`src/rtl/v7_peak_detect.sv`:
```
// v7_peak_detect: threshold-triggered peak finder for the v7 shaping filter.
// Follows each pulse above THRESHOLD, keeps its maximum sample and the time
// stamp of that maximum, then emits one registered result followed by a
// HOLDOFF dead time.
// Optional macro V7_PEAK_TIMEOUT_EN adds a MAX_WIDTH pulse-length limit that
// forces an emission flagged with peak_timeout; without it peak_timeout is 0.
//
// state    | meaning
// ---------+---------------------------------------------------------------
// IDLE     | waiting for a sample above THRESHOLD
// ARMED    | pulse in progress, tracking maximum / saturation / width
// HOLDOFF  | dead time after an emission, input ignored for HOLDOFF cycles
module v7_peak_detect #(
  parameter int DATA_W    = 16,
  parameter int THRESHOLD = 100,
  parameter int HOLDOFF   = 8,
  parameter int SAT_VAL   = 32767,
  parameter int TS_W      = 32,
  parameter int MAX_WIDTH = 64
) (
  input  logic                     clk,
  input  logic                     reset,
  input  logic signed [DATA_W-1:0] filt_data,
  output logic                     peak_valid,
  output logic signed [DATA_W-1:0] peak_amp,
  output logic [TS_W-1:0]          peak_time,
  output logic                     peak_sat,
  output logic                     peak_timeout,
  output logic [15:0]              event_cnt,
  output logic                     busy
);

  typedef enum logic [1:0] {
    S_IDLE    = 2'd0,
    S_ARMED   = 2'd1,
    S_HOLDOFF = 2'd2
  } state_t;

  localparam logic signed [DATA_W-1:0] THR_S     = DATA_W'(THRESHOLD);
  localparam logic signed [DATA_W-1:0] SAT_S     = DATA_W'(SAT_VAL);
  localparam logic [7:0]               HOLD_LOAD = 8'(HOLDOFF - 1);

  // Out-of-range parameters would silently break the dead-time or width logic.
  if (HOLDOFF < 1 || HOLDOFF > 255) begin : g_bad_holdoff
    $error("v7_peak_detect: HOLDOFF must be in 1..255");
  end
  if (MAX_WIDTH < 2 || MAX_WIDTH > 65535) begin : g_bad_max_width
    $error("v7_peak_detect: MAX_WIDTH must be in 2..65535");
  end

  state_t                     state_q, state_d;
  logic [TS_W-1:0]            ts_q, ts_d;
  logic signed [DATA_W-1:0]   max_q, max_d;
  logic [TS_W-1:0]            max_ts_q, max_ts_d;
  logic                       sat_q, sat_d;
  logic [7:0]                 hcnt_q, hcnt_d;
  logic                       peak_valid_q, peak_valid_d;
  logic signed [DATA_W-1:0]   peak_amp_q, peak_amp_d;
  logic [TS_W-1:0]            peak_time_q, peak_time_d;
  logic                       peak_sat_q, peak_sat_d;
  logic [15:0]                event_cnt_q, event_cnt_d;
`ifdef V7_PEAK_TIMEOUT_EN
  localparam logic [15:0] WIDTH_LAST = 16'(MAX_WIDTH - 1);
  logic [15:0]                width_q, width_d;
  logic                       peak_timeout_q, peak_timeout_d;
`endif

  logic above_thr;
  logic at_sat;

  assign above_thr = (filt_data > THR_S);
  assign at_sat    = (filt_data >= SAT_S);

  // Next-state and result computation for one sample per clock.
  always_comb begin
    state_d        = state_q;
    ts_d           = ts_q + TS_W'(1);
    max_d          = max_q;
    max_ts_d       = max_ts_q;
    sat_d          = sat_q;
    hcnt_d         = hcnt_q;
    peak_valid_d   = 1'b0;
    peak_amp_d     = peak_amp_q;
    peak_time_d    = peak_time_q;
    peak_sat_d     = peak_sat_q;
    event_cnt_d    = event_cnt_q;
`ifdef V7_PEAK_TIMEOUT_EN
    width_d        = width_q;
    peak_timeout_d = peak_timeout_q;
`endif

    case (state_q)
      S_IDLE: begin
        if (above_thr) begin
          state_d  = S_ARMED;
          max_d    = filt_data;
          max_ts_d = ts_q;
          sat_d    = at_sat;
`ifdef V7_PEAK_TIMEOUT_EN
          width_d  = 16'd1;
`endif
        end
      end

      S_ARMED: begin
        if (!above_thr) begin
          // Falling sample is excluded from the maximum; it also beats a
          // coincident timeout, so peak_timeout is cleared here.
          state_d      = S_HOLDOFF;
          hcnt_d       = HOLD_LOAD;
          peak_valid_d = 1'b1;
          peak_amp_d   = max_q;
          peak_time_d  = max_ts_q;
          peak_sat_d   = sat_q;
          event_cnt_d  = event_cnt_q + 16'd1;
`ifdef V7_PEAK_TIMEOUT_EN
          peak_timeout_d = 1'b0;
`endif
        end else begin
          // Strict compare: on a flat top the first maximum sample is kept.
          if (filt_data > max_q) begin
            max_d    = filt_data;
            max_ts_d = ts_q;
          end
          sat_d = sat_q | at_sat;
`ifdef V7_PEAK_TIMEOUT_EN
          if (width_q == WIDTH_LAST) begin
            // This sample is the MAX_WIDTH-th of the pulse and is still
            // above threshold, so it takes part in the forced result.
            state_d        = S_HOLDOFF;
            hcnt_d         = HOLD_LOAD;
            peak_valid_d   = 1'b1;
            peak_amp_d     = max_d;
            peak_time_d    = max_ts_d;
            peak_sat_d     = sat_d;
            peak_timeout_d = 1'b1;
            event_cnt_d    = event_cnt_q + 16'd1;
          end else begin
            width_d = width_q + 16'd1;
          end
`endif
        end
      end

      S_HOLDOFF: begin
        if (hcnt_q == 8'd0) begin
          state_d = S_IDLE;
        end else begin
          hcnt_d = hcnt_q - 8'd1;
        end
      end

      default: begin
        state_d = S_IDLE;
      end
    endcase
  end

  // State and result registers; synchronous active-low reset wins at any edge.
  always_ff @(posedge clk) begin
    if (!reset) begin
      state_q        <= S_IDLE;
      ts_q           <= '0;
      max_q          <= '0;
      max_ts_q       <= '0;
      sat_q          <= 1'b0;
      hcnt_q         <= '0;
      peak_valid_q   <= 1'b0;
      peak_amp_q     <= '0;
      peak_time_q    <= '0;
      peak_sat_q     <= 1'b0;
      event_cnt_q    <= '0;
`ifdef V7_PEAK_TIMEOUT_EN
      width_q        <= '0;
      peak_timeout_q <= 1'b0;
`endif
    end else begin
      state_q        <= state_d;
      ts_q           <= ts_d;
      max_q          <= max_d;
      max_ts_q       <= max_ts_d;
      sat_q          <= sat_d;
      hcnt_q         <= hcnt_d;
      peak_valid_q   <= peak_valid_d;
      peak_amp_q     <= peak_amp_d;
      peak_time_q    <= peak_time_d;
      peak_sat_q     <= peak_sat_d;
      event_cnt_q    <= event_cnt_d;
`ifdef V7_PEAK_TIMEOUT_EN
      width_q        <= width_d;
      peak_timeout_q <= peak_timeout_d;
`endif
    end
  end

  assign peak_valid = peak_valid_q;
  assign peak_amp   = peak_amp_q;
  assign peak_time  = peak_time_q;
  assign peak_sat   = peak_sat_q;
  assign event_cnt  = event_cnt_q;
  assign busy       = (state_q == S_ARMED) || (state_q == S_HOLDOFF);
`ifdef V7_PEAK_TIMEOUT_EN
  assign peak_timeout = peak_timeout_q;
`else
  assign peak_timeout = 1'b0;
`endif

endmodule

```
`config.mk`:
```
export PLATFORM = sky130hd
export DESIGN_NAME = v7_peak_detect
export DESIGN_NICKNAME = d
export VERILOG_FILES = /design/src/rtl/v7_peak_detect.sv
export SDC_FILE = /design/constraint.sdc
export NUM_CORES = 1
export LEC_CHECK = 0
export ABC_CLOCK_PERIOD_IN_PS = 4100
export CELL_PAD_IN_SITES_DETAIL_PLACEMENT = 0
export CELL_PAD_IN_SITES_GLOBAL_PLACEMENT = 1
export CORE_UTILIZATION = 45
export DETAILED_ROUTE_END_ITERATION = 6
export GPL_TIMING_DRIVEN = 0
export PLACE_DENSITY = 0.88
export SYNTH_ARGS = -nofsm -noshare
export SYNTH_HDL_FRONTEND = slang
export SYNTH_SLANG_ARGS = --single-unit
```
`constraint.sdc`:
```
create_clock -name clk -period 4.1 [get_ports clk]
set_input_delay 0.82 -clock clk [delete_from_list [all_inputs] [get_ports clk]]
set_output_delay 0.82 -clock clk [all_outputs]
set_load 0.01 [all_outputs]
```
After elaboration in Yosys (flattened, before gate mapping) --
Index checks and enable logic that the tools add are counted.
Word-level totals: register bits after elaboration 157, latch bits 0, RAM bits 0, memory bits (read-only) 0, output and inout bits 68, memories kept 0
Operators by class: add/sub/neg operators 3, multipliers 0, div/mod/pow operators 0, magnitude comparators 3, eq/ne operators 8, shift operators 0, muxes and demuxes 19, bitwise gates (word level) 2, reductions and logical operators 11
Operators with widths (number):
- $mux 32 | 3
- $pmux 32 s2 | 1
- $mux 16 | 3
- $add 32x1->32 const B | 1
- $pmux 16 s2 | 1
- $add 16x1->16 const B | 1
- $ge 16x16->1 const B | 1
- $gt 16x16->1 | 1
- $gt 16x8->1 const B | 1
- $mux 8 | 2
- $pmux 8 s2 | 1
- $ne 2x2->1 const B | 6
- $reduce_and 3->1 | 3
- $logic_not 8->1 | 1
- $sub 8x1->8 const B | 1
- $mux 2 | 3
- $pmux 2 s3 | 1
- $reduce_and 2->1 | 2
- $reduce_and 4->1 | 1
- $reduce_bool 2->1 | 2
- $mux 1 | 3
- $eq 2x1->1 const B | 1
- $eq 2x2->1 const B | 1
- $logic_not 2->1 | 1
- 4 further kinds | 4

Logic depth before layout (Yosys ltp) --
word-level depth 4, depth in mapped cells 10

Worst setup path after synthesis --
Ideal clock, no wire load.
path type input to register, from input port filt_data[15], to register max_q[0], arrival time 2.721 ns, slack 1.308 ns, stages 8, buffers on the path 2, cell sequence ha_1 nand4_1 a2111o_1 and3_1 a221oi_2 buf_4 buf_6 mux2i_1
Between the ends: word-level cells in the longest chain between the ends 3, elaborated cells on any way between the ends 6
RTL lines:
- start, declared | line 23 | input logic signed [DATA_W-1:0] filt_data,
- $gt 16x16->1 / $gt 16x8->1 (equally long branches) | line 121, 71
- $ne 2x2->1 (no line)
- $reduce_and 4->1 (no line) (*)
- end signal, assigned | line 180 | max_q <= max_d;
- end, declared | line 53 | logic signed [DATA_W-1:0] max_q, max_d;
Mark *: on every way between the ends. The rest lies on a longest branch, timed or not. A chain may end at the register's enable or synchronous reset.

Final worst setup path --
from input port filt_data[15], to register max_q[11]
The elaborated chain is that of the path after synthesis.

==> summary.txt <==
Status
  – Status: complete, no violations

Clock tree
  – Max clock buf depth: 2
  – Worst-path clk slew: 0.06 ns
  – Post_cts resized: 0
  – Hold buffers post-CTS: 0
  – Clock Sinks: 157
  – CTS tree: done
  – CTS root buf: clkbuf_16
  – Worst-Skew Late Latency: 0.42 ns
  – Num CTS Buffers: 17
  – H-Tree Level Count: 4
  – Setup bufs post-CTS: 0

Route
  – Final ANT Viol Nets: 0
  – Iteration-0 DRC Markers: 257
  – DRC Markers: 0
  – Pre-Repair DR Iteration Count: 4
  – Total wire length: 15060 microns
  – Vias/cell: 5.025
  – Wire per inst: 13.65 microns
  – Via Count: 5543

Setup path
  – FF-to-FF path depth: 9
  – Top Family by Delay on Critical Path: buffers and inverters
  – WP data required: 4.46 ns
  – R2r startpoint: max_q[15]
  – CP Buf/Inv Count: 3
  – Slowest stage delay, CP: 0.48 ns
  – Cells along the critical path: clkdlybuf4s50_1 -> ha_1 -> nand4_1 -> a2111o_1 -> and3_1 -> a221oi_2 -> buf_4 -> buf_6 -> mux2i_1
  – RR Endpoint: max_q[11]
  – Worst Setup End Kind: flip-flop
  – Crit Path Class: in2reg
  – Startpoint Class: primary input
  – Worst path slowest cell: clkdlybuf4s50_1
  – WP data arrival: 3.62 ns
  – Crit path max fanout: 10
  – Flop2flop setup slack: 1.38 ns

Logic synthesis
  – EDFF count, synth: 0
  – Top_reg_cell synth: dfxtp_1
  – Post-Syn Nets: 845
  – Syn Area/Cell: 8.383 sq um
  – Count of cell types in the netlist: 45
  – Sequential cell area fraction in the yosys report: 46.63%
  – Cells after synthesis: 804
  – Yosys Warn Count: 0
  – Syn Std Cell Area: 6740 sq um
  – Ys async rst share: 0%
  – Yosys reg bits: 157

Placed design
  – I/O Buffers: 84
  – Gpl congestion: 0.8307
  – DP Wirelength: 10570 microns

Timing
  – Slew @ Worst Pin: 0.7312 ns
  – Final worst path period share: 79.50%
  – Max Freq: 306.8 MHz
  – Final-report setup violation count: 0
  – RSZ-0062 raised after global routing: false
  – Final-report hold violation count: 0
  – Setup TNS: 0 ns
  – Slew margin rel.: 51.25%
  – Max Slew Vio Count: 0
  – Hold slack final: 0.4513 ns
  – Final Skew: 0.006979 ns
  – Fin crit period: 3.260 ns

Hold path
  – Hold Path Class: reg2reg
  – Hold endpoint: peak_amp[5]
  – Worst hold path startpoint: peak_amp[5]
  – Hold path cells: 2

Layout
  – Fill cells: 1347
  – Antenna cells: 0
  – Most common cell after layout, fill and taps aside: nand2_1
  – Most frequent cells in the layout: 224 x nand2_1, 157 x dfxtp_1, 84 x clkdlybuf4s50_1, 70 x a21oi_1, 57 x nor2_1
  – Final net count: 948
  – Area grow syn2layout: 24.32%
  – Share of cells above drive strength 1: 4.788%

Power and ir drop
  – P_leak: 3.072 nW
  – Max VDD drop: 296.7 uV
  – Pwr per Cell Area: 427.4 nW/um^2

GRT
  – First-pass GRT wire length: 25340 microns
  – Total GRT Usage: 20.27%
  – Initial antenna violation count: 0
  – Vias in the first global route: 5174
  – Largest net degree at the start of global routing: 17
  – Grt total ovfl: 0

Floorplan
  – Die H: 124.4 microns
  – Num rows: 44
  – I/O Pins: 86
  – Die Footprint: 15470 sq um
  – Core area: 14590 sq um
  – Initial Util: 46.20%
  – Die Wd: 124.4 microns

Flow run
  – Max-cap violation count: 0
## worst reg2reg max path, delay by kind of cell (launching register included)
family                   cells  cell delay (ns)
buffers and inverters        3             0.56
flip-flops                   1             0.33
AO/OA/AOI/OAI                2             0.82
multiplexers                 1             0.20
AND/OR/NAND/NOR              2             0.39
adder cells (fa/ha/maj)      1             0.35
## worst max-delay path by stage
stage                        startpoint           end  slack [ns]  cells after the start
after floorplan           filt_data[15]      max_q[0]        1.31                      8
after global placement    filt_data[15]      max_q[7]        0.38                      9
after detailed placement  filt_data[15]     max_q[11]        0.39                      9
after CTS                 filt_data[15]  max_ts_q[27]        0.82                      9
after global routing      filt_data[15]      max_q[5]        0.66                      9
final                     filt_data[15]     max_q[11]        0.84                      9
## kinds of logic after synthesis
kind of cell               share of synthesized area (%)
buffers and inverters                              4.177
AOI/OAI and AO/OA                                  8.465
adders and majority gates                          4.270
and+or+nand+nor                                    24.10
other                                            0.05564
DFF                                                46.63
muxes                                              6.980
xor gates and xnor gates                           5.328
## Yosys cell counts (all sizes together), types with 2 or more instances
library cell / instances / area share (%)
and4: 5 / 0.65
nor2b: 3 / 0.28
a21oi: 72 / 5.5
o21ai: 15 / 1.3
a21o: 2 / 0.22
ha: 23 / 4.3
nor3: 5 / 0.37
a31oi: 2 / 0.19
nand2: 224 / 12
dfxtp: 157 / 47
nand3: 13 / 0.97
nor2: 57 / 3.2
and2: 4 / 0.37
or3: 8 / 0.74
xnor2: 9 / 1.2
nand4: 25 / 2.5
and3: 10 / 0.93
o21bai: 2 / 0.22
a211oi: 2 / 0.22
buf: 8 / 0.84
clkbuf: 35 / 1.9
mux2i: 47 / 7.0
inv: 25 / 1.4
nor4: 8 / 0.93
xor2: 32 / 4.2
## power breakdown
part / internal, mW / switching (mW)
combinational: 0.180 / 0.261
sequential: 1.57 / 0.0405
clock: 0.907 / 0.618
## metrics by stage
stage | util, % | std cells | setup WS [ns] | total power, mW | cell area [sq um]
after floorplan | - | 804 | 1.308 | 1.958 | 6740
after global placement | 53.54 | 1072 | 0.3756 | 2.086 | 7811
after detailed placement | 53.54 | 1072 | 0.3858 | 2.090 | 7811
after CTS | 57.44 | 1103 | 0.8246 | 3.616 | 8379
after global routing | 57.44 | 1103 | 0.6602 | 3.740 | 8379
final | 57.44 | 1103 | 0.8405 | 3.582 | 8379
## cell type report
| cell class | instances | area [sq um] | share of cell area [%] |
|---|---|---|---|
| Multi-Input combinational cell | 579 | 3316 | 39.57 |
| Sequential cell | 157 | 3143 | 37.51 |
| Timing Repair Buffer | 84 | 840.8 | 10.03 |
| Clock buffer | 21 | 450.4 | 5.376 |
| Tap cell | 184 | 230.2 | 2.748 |
| Buffer | 43 | 187.7 | 2.240 |
| Clock inverter | 10 | 117.6 | 1.404 |
| Inverter | 25 | 93.84 | 1.120 |
## state kept, by name (all words and copies together), names as in the netlist
signal,cells
sat_q,1
peak_time,32
ts_q,32
max_q,16
event_cnt,16
hcnt_q,8
peak_sat,1
peak_amp,16
state_q,2
peak_valid,1
max_ts_q,32
## per-layer routing
layer | GRT usage (%) | up-vias | part of all wire [%]
met5 | 0 | - | 0
met3 | 4.381 | 16 | 2.8
met1 | 27.20 | 2557 | 51
met4 | 7.725 | 0 | 1.3
met2 | 31.75 | 77 | 45
li1 | - | 2893 | -
Power figures use the tool's default switching activity.
